### config.mk
export PLATFORM = sky130hd
export DESIGN_NAME = mp64_mem_arbiter
export DESIGN_NICKNAME = d
export VERILOG_FILES = /design/src/rtl/mp64_mem_arbiter.sv
export SDC_FILE = /design/constraint.sdc
export NUM_CORES = 1
export LEC_CHECK = 0
export BUFFER_PORTS_ARGS = -buffer_cell sky130_fd_sc_hd__buf_2
export CAP_MARGIN = 40
export CORE_AREA = 2 2 221 223
export DETAILED_ROUTE_END_ITERATION = 10
export DIE_AREA = 0 0 223 225
export GPL_TIMING_DRIVEN = 0
export PLACE_DENSITY = 0.42
export SETUP_SLACK_MARGIN = 0.2
export SYNTH_ARGS = -nofsm -noshare
export SYNTH_HDL_FRONTEND = slang
export SYNTH_SLANG_ARGS = --single-unit
### constraint.sdc
create_clock -name clk -period 2.1 [get_ports clk]
set_clock_uncertainty 0.1 [all_clocks]
set_input_delay 0.42 -clock clk [delete_from_list [all_inputs] [get_ports clk]]
set_output_delay 0.42 -clock clk [all_outputs]
set_load 0.01 [all_outputs]
### src/rtl/mp64_mem_arbiter.sv
// Purpose: shares one memory bus between the I-cache refill port and the CPU data port.
// Latency: one arbitration cycle (owner registered), then a combinational pass-through to memory.
// Backpressure: the granted master holds valid until its ready pulse; the other master sees ready=0, rdata=0.
//
// Ports:
//   clk, rst_n                       clock, asynchronous active-low reset
//   ic_valid/ic_addr                 I-cache beat request (read only)
//   ic_rdata/ic_ready                I-cache beat data and one-cycle completion pulse
//   d_valid/d_addr/d_wen/d_size/d_wdata  data-port request
//   d_rdata/d_ready                  data-port read data and one-cycle completion pulse
//   mem_valid/addr/wen/size/wdata    request towards memory
//   mem_rdata/mem_ready              memory response (one ready pulse per beat)
//   owner                            current grant: 00 none, 01 ic, 10 d
//   stat_contention                  saturating count of cycles with both masters requesting
module mp64_mem_arbiter #(
    parameter int IC_BURST   = 2,
    parameter int STARVE_MAX = 8
) (
    input  logic        clk,
    input  logic        rst_n,
    input  logic        ic_valid,
    input  logic [63:0] ic_addr,
    output logic [63:0] ic_rdata,
    output logic        ic_ready,
    input  logic        d_valid,
    input  logic [63:0] d_addr,
    input  logic        d_wen,
    input  logic [1:0]  d_size,
    input  logic [63:0] d_wdata,
    output logic [63:0] d_rdata,
    output logic        d_ready,
    output logic        mem_valid,
    output logic [63:0] mem_addr,
    output logic        mem_wen,
    output logic [1:0]  mem_size,
    output logic [63:0] mem_wdata,
    input  logic [63:0] mem_rdata,
    input  logic        mem_ready,
    output logic [1:0]  owner,
    output logic [31:0] stat_contention
);

    localparam logic [1:0] BUS_BYTE  = 2'd0;
    localparam logic [1:0] BUS_HALF  = 2'd1;
    localparam logic [1:0] BUS_WORD  = 2'd2;
    localparam logic [1:0] BUS_DWORD = 2'd3;

    localparam logic [3:0] LAST_BEAT  = 4'(IC_BURST - 1);
    localparam logic [7:0] STARVE_LIM = 8'(STARVE_MAX);

    // The encoding doubles as the owner output.
    typedef enum logic [1:0] {
        IDLE   = 2'b00,
        GNT_IC = 2'b01,
        GNT_D  = 2'b10
    } state_t;

    state_t      state;
    logic [3:0]  beat_cnt;
    logic [7:0]  starve_cnt;
    logic [31:0] contention_cnt;

    logic d_wins;
    logic ic_wins;

    assign owner           = state;
    assign stat_contention = contention_cnt;

    // Data port has priority unless ic has already waited STARVE_MAX cycles.
    assign d_wins  = (state == IDLE) && d_valid && (starve_cnt < STARVE_LIM);
    assign ic_wins = (state == IDLE) && ic_valid && !d_wins;

    // Memory-side mux and response steering. Anything not owned reads as zero.
    always_comb begin
        mem_valid = 1'b0;
        mem_addr  = 64'd0;
        mem_wen   = 1'b0;
        mem_size  = BUS_DWORD;
        mem_wdata = 64'd0;
        ic_ready  = 1'b0;
        ic_rdata  = 64'd0;
        d_ready   = 1'b0;
        d_rdata   = 64'd0;
        case (state)
            GNT_IC: begin
                mem_valid = ic_valid;
                mem_addr  = ic_addr;
                ic_ready  = mem_ready;
                ic_rdata  = mem_rdata;
            end
            GNT_D: begin
                mem_valid = d_valid;
                mem_addr  = d_addr;
                mem_wen   = d_wen;
                mem_size  = d_size;
                mem_wdata = d_wdata;
                d_ready   = mem_ready;
                d_rdata   = mem_rdata;
            end
            default: ;
        endcase
    end

    // Every transaction returns to IDLE, which guarantees at least one cycle
    // of mem_valid low between requests. mem_ready takes precedence over a
    // dropped valid, so a same-cycle drop still counts as completion.
    always_ff @(posedge clk or negedge rst_n) begin
        if (!rst_n) begin
            state    <= IDLE;
            beat_cnt <= 4'd0;
        end else begin
            case (state)
                IDLE: begin
                    if (d_wins) begin
                        state <= GNT_D;
                    end else if (ic_wins) begin
                        state <= GNT_IC;
                    end
                end
                GNT_IC: begin
                    // Burst lock: d_valid is not looked at until the line is done.
                    if (mem_ready) begin
                        if (beat_cnt == LAST_BEAT) begin
                            state    <= IDLE;
                            beat_cnt <= 4'd0;
                        end else begin
                            beat_cnt <= beat_cnt + 4'd1;
                        end
                    end else if (!ic_valid) begin
                        state    <= IDLE;
                        beat_cnt <= 4'd0;
                    end
                end
                GNT_D: begin
                    if (mem_ready || !d_valid) begin
                        state <= IDLE;
                    end
                end
                default: begin
                    state    <= IDLE;
                    beat_cnt <= 4'd0;
                end
            endcase
        end
    end

    // Counts consecutive cycles ic is requesting without owning the bus. It
    // clears when ic drops its request so a stale count cannot lock d out
    // while ic is absent.
    always_ff @(posedge clk or negedge rst_n) begin
        if (!rst_n) begin
            starve_cnt <= 8'd0;
        end else if (ic_wins || !ic_valid) begin
            starve_cnt <= 8'd0;
        end else if ((state != GNT_IC) && (starve_cnt < STARVE_LIM)) begin
            starve_cnt <= starve_cnt + 8'd1;
        end
    end

    always_ff @(posedge clk or negedge rst_n) begin
        if (!rst_n) begin
            contention_cnt <= 32'd0;
        end else if (ic_valid && d_valid && (contention_cnt != 32'hFFFF_FFFF)) begin
            contention_cnt <= contention_cnt + 32'd1;
        end
    end

endmodule

== After elaboration in Yosys (flattened, before gate mapping) ==
Index checks and enable logic that the tools add are counted.

* Output and inout bits: 296
* Flip-flop bits (word level): 46
* Input bits: 264
* Logic and storage cells: 57

* Reduce and logical (&&, ||, !) cells: 17
* Eq/ne operators: 9
* Magnitude comparators: 1
* Bitwise operators: 1
* Add/subtract/negate cells: 3
* Mux-type cells: 22

{| class="wikitable"
|+ Operators with widths
! operator !! count
|-
| 64-bit two-way mux || 3
|-
| 64-bit case mux with 2 select lines || 1
|-
| 32-bit by 1-bit adder with 32-bit output, second input constant || 1
|-
| 32-bit != test, second input constant || 1
|-
| 8-bit two-way mux || 2
|-
| 2-bit two-way mux || 7
|-
| 4-bit two-way mux || 3
|-
| 3-bit != test, second input constant || 3
|-
| 8-bit by 1-bit adder with 8-bit output, second input constant || 1
|-
| 8-bit by 4-bit < comparator with 1-bit output, second input constant || 1
|-
| 4-bit case mux with 2 select lines || 1
|-
| 1-bit logical AND || 7
|-
| 2-bit case mux with 3 select lines || 1
|-
| 4-bit by 1-bit adder with 4-bit output, second input constant || 1
|-
| 4-bit by 1-bit equality test with 1-bit output, second input constant || 1
|-
| 4-bit AND reduction || 1
|-
| 1-bit logical NOT || 3
|-
| 1-bit two-way mux || 3
|-
| 2-bit by 1-bit equality test with 1-bit output, second input constant || 1
|-
| 2-bit equality test, second input constant || 1
|-
| 2-bit logical NOT || 1
|-
| 1-bit logical OR || 2
|-
| 2-bit by 1-bit != test with 1-bit output, second input constant || 1
|-
| 2-bit != test, second input constant || 1
|-
| other kinds (5) || 5
|}

== Longest topological paths before layout ==
* Depth in word-level cells: 8
* Mapped depth: 7
* Mapped depth without buffers: 7

== Least setup slack after synthesis ==
OpenSTA, ideal clock, no wires.

* Kind: register to output
* From: reg state[0], in the netlist owner[0]
* To: out mem_addr[0]
* Arrival: 1765 ps
* Data required time: 1580 ps
* Cell stages (with the launch flop): 8
* Path buffers: 3
* Setup slack: -185 ps
* Path through: dfrtp_1 -> inv_1 -> ha_1 -> clkbuf_1 -> clkbuf_1 -> buf_1 -> a22oi_1 -> nor2b_1

* Longest elaborated chain between the ends: 2
* Elaborated cells on any way between the ends: 3
* Those cells by class: eq/ne: 2; mux: 1

{| class="wikitable"
|+ RTL lines
! element !! RTL line !! source
|-
| start, declared || 58 || <nowiki>state_t state;</nowiki>
|-
| start signal, assigned || 109 || <nowiki>state <= IDLE;</nowiki>
|-
| start signal, assigned || 115 || <nowiki>state <= GNT_D;</nowiki>
|-
| start signal, assigned || 117 || <nowiki>state <= GNT_IC;</nowiki>
|-
| 2-bit equality test / 2-bit by 1-bit equality test with 1-bit output (equally long branches) || 84 || <nowiki>case (state)</nowiki>
|-
| 64-bit case mux with 2 select lines * || 84 ||
|-
| end, declared || 33 || <nowiki>output logic [63:0] mem_addr,</nowiki>
|}

Mark *: on every way between the ends. The rest lies on a longest branch, timed or not.

== Worst setup path after layout ==
* From: reg state[0], in the netlist owner[0]
* To: out mem_addr[46]

Same word-level chain as after synthesis.

==> flow_metrics.env <==
export IMPL_top_layer="met4"
export IMPL_fin_util_pct=22.79
export IMPL_clock_root_buffer="clkbuf_16"
export IMPL_path_class="reg -> out"
export IMPL_firstDrtPassIters=4
export IMPL_gp_congestion=0.9247
export IMPL_num_vias=6831
export IMPL_hold_end="beat_cnt[3]$_DFFE_PN0P_"
export IMPL_syn_area_mm2=0.004594
export IMPL_path_clk_slew_ns=0.07
export IMPL_rr_startpoint="stat_contention[1]$_DFFE_PN0P_"
export IMPL_io_pins=560
export IMPL_routed_wl_um=35590
export IMPL_leakage_nw=5.625
export IMPL_rows=80
export IMPL_worstSetupStartpoint="owner[0]$_DFFE_PN0P_"
export IMPL_power_density_mw_per_mm2=1100
export IMPL_htreeDepth=2
export IMPL_drt_met1_wl_um=14530
export IMPL_violations="negative setup slack"
export IMPL_cts_buffers=5
export IMPL_initial_core_util_pct=9.663
export IMPL_die_y_um=225
export IMPL_whs_path_depth=1
export IMPL_grt_setup_unrepaired="true"
export IMPL_postRouteAntennaNets=0
export IMPL_cpMostUsedCell="clkbuf_16"
export IMPL_ys_warn_count=0
export IMPL_antenna_found_initial=4
export IMPL_synth_top_area_cell="and2_1"
export IMPL_start_kind="flip-flop"
export IMPL_wl_per_cell_um=19.54
export IMPL_n_fill_cell=5277
export IMPL_setup_tns_ns=-42.10
export IMPL_synth_nets=854
export IMPL_setup_ws_ns=-0.2637
export IMPL_final_hold_violation_count=0
export IMPL_avgSynthCellArea_um2=7.881
export IMPL_fmax_mhz=423.1
export IMPL_critPathTopFamily="buffers and inverters"
export IMPL_hp_start="beat_cnt[3]$_DFFE_PN0P_"
export IMPL_cpPeakStageDelay_ns=0.42
export IMPL_ys_flop_type="dfrtp_1"
export IMPL_area_delta_synth_final_pct=135.8
export IMPL_grt_pass1_wl_um=47850
export IMPL_yosysSeqAreaShare_pct=25.05
export IMPL_cp_max_fo=6
export IMPL_p_total_mw=11.92
export IMPL_worstRegToRegCells=7
export IMPL_max_vdd_ir_drop_uv=438.3
export IMPL_wl_met2_um=17870
export IMPL_synth_edf_count=0
export IMPL_track_usage_pct=12.89
export IMPL_critPathArrivalTime_ns=1.84
export IMPL_worst_r2r_endpoint="stat_contention[28]$_DFFE_PN0P_"
export IMPL_ys_types=47
export IMPL_setup_viol=258
export IMPL_cts_tree="done"
export IMPL_synth_area_top_cells="and2_1, dfrtp_1, a22oi_1, nor2b_1, xor2_1"
export IMPL_synth_top_area_share_pct=26.69
export IMPL_grt_overflow=0
export IMPL_async_reset_ff_share_pct=100.0
export IMPL_vias_per_cell=3.751
export IMPL_final_layout_size_suffix_gt1_share_pct=72.44
export IMPL_grt_pass1_vias=6820
export IMPL_critPathSlowestCell="dfrtp_2"
export IMPL_cts_sinks=46
export IMPL_portBuffers=558
export IMPL_cp_required_ns=1.58
export IMPL_tightest_slew_ns=0.4494
export IMPL_hp_class="reg -> reg"
export IMPL_dp_slack_ns=-0.7384
export IMPL_dp_hpwl_um=29430
export IMPL_r2r_slack_ns=0.09
export IMPL_slew_viol_final=0
export IMPL_die_area_mm2=0.05018
export IMPL_insertion_delay_ns=0.29
export IMPL_crit_buf_inv=5
export IMPL_drc=0
export IMPL_fin_crit_ns=2.364
export IMPL_cap_violations=0
export IMPL_cts_buffer_depth=2
export IMPL_slew_headroom_pct=69.96
export IMPL_route_met3_wl_um=1992
export IMPL_crit_path_cell_trace="inv_4 -> ha_4 -> clkbuf_16 -> clkbuf_16 -> buf_12 -> a22oi_2 -> nor2b_4 -> buf_6"
export IMPL_post_route_period_util_pct=112.6
export IMPL_placeableCoreArea_mm2=0.04755
export IMPL_setup_worst_path_end_class="primary output"
export IMPL_synth_seq_cells=46
export IMPL_drt_iter0_drc=283
export IMPL_status="complete, but fails checks"
export IMPL_grt_max_degree=35
export IMPL_synthCells=583
export IMPL_die_width_um=223
export IMPL_fin_nets=1471
==> kinds of logic (layout without fill, tap and decap cells) <==
| kind of cell | Yosys count | count (layout) | synth area share [%] |
|---|---|---|---|
| AND/OR/NAND/NOR | 359 | 359 | 48.18 |
| AO/OA/AOI/OAI | 85 | 85 | 13.75 |
| buffers and inverters | 51 | 669 | 4.275 |
| flip-flops | 46 | 46 | 25.05 |
| XOR/XNOR | 31 | 31 | 5.910 |
| adder cells (fa/ha/maj) | 7 | 7 | 1.906 |
| multiplexers | 4 | 4 | 0.9259 |
| other | 0 | 5 | 0 |
==> flip-flops by register name, summed over array words and instances (netlist names) <==
signal,cells
owner,2
beat_cnt,4
starve_cnt,8
stat_contention,32
==> power by group <==
group	switching (mW)	internal (mW)
logic	4.55	5.14
registers	0.154	1.00
clock network	0.351	0.715
total	5.06	6.86
==> final cells by class <==
class,count,area [um^2],share of cell area [%]
clock buffer,6,138.9,1.282
inverter,6,27.53,0.2540
multi-input combinational,486,4053,37.40
tap,615,769.5,7.102
timing repair buffer,610,3901,36.00
antenna,5,12.51,0.1155
buffer,45,709.4,6.547
clock inverter,2,60.06,0.5543
sequential,46,1164,10.74
==> layout by cell type (no fill, tap or decap), types with 4 or more instances in the layout <==
master     instances
buf_2            481
and2_1           134
buf_6             91
and2_4            62
nor2b_2           42
a22oi_2           38
dfrtp_1           36
buf_4             28
a22oi_1           27
clkbuf_8          21
nand2_1           20
xor2_1            20
clkbuf_16         19
nor2b_1           16
xnor2_1           11
buf_8             10
dfrtp_2           10
nand4_1            9
nor2_1             9
nor2b_4            8
and3_1             8
nand3_1            8
buf_12             7
nor4_4             7
nor3_4             6
diode_2            5
o21ai_0            5
nor2_2             5
inv_1              4
nor2_4             4
ha_4               4
==> metrics by stage <==
step | hold slack [ns] | area (um^2) | instances
detailed placement | 0.2365 | 8434 | 1757
floorplan | 0.02441 | 4852 | 583
CTS | 0.3722 | 10100 | 1799
global route | 0.3875 | 10830 | 1819
global placement | 0.3590 | 8414 | 1756
finish | 0.3708 | 10840 | 1821
==> per-layer routing <==
layer | track usage (%) | up-vias
li1 | - | 3190
met1 | 15.80 | 3295
met2 | 22.90 | 299
met3 | 2.047 | 47
met4 | 4.308 | 0
met5 | 0 | -
==> how the worst max path moves through the flow <==
stage	end	depth (start not counted)
final	mem_addr[46]	8
after global routing	mem_addr[39]	8
after CTS	mem_addr[15]	7
after detailed placement	mem_addr[0]	6
after global placement	mem_addr[0]	6
after floorplan	mem_addr[0]	7
==> Yosys cell counts, types with 2 or more instances <==
master      n
a21oi_1     3
a22oi_1    65
and2_1    196
and3_1      8
clkbuf_1   42
dfrtp_1    46
ha_1        7
inv_1       6
mux2_1      2
mux2i_1     2
nand2_1    21
nand2b_1    4
nand3_1    11
nand4_1     9
nor2_1     18
nor2b_1    66
nor3_1      6
nor4_1      4
nor4_2      2
nor4_4      2
o21ai_0     8
xnor2_1    11
xor2_1     20
==> what timing repair did <==
item                                   in CTS  in global routing
gates resized for setup                   254                150
cloned                                     10                  5
endpoints found under the hold margin      12                  0
setup endpoints to repair                 297                296
pin swaps                                  35                 17
hold buffers                                1                  0
setup buffers                              23                 12
Power figures use the tool's default switching activity.
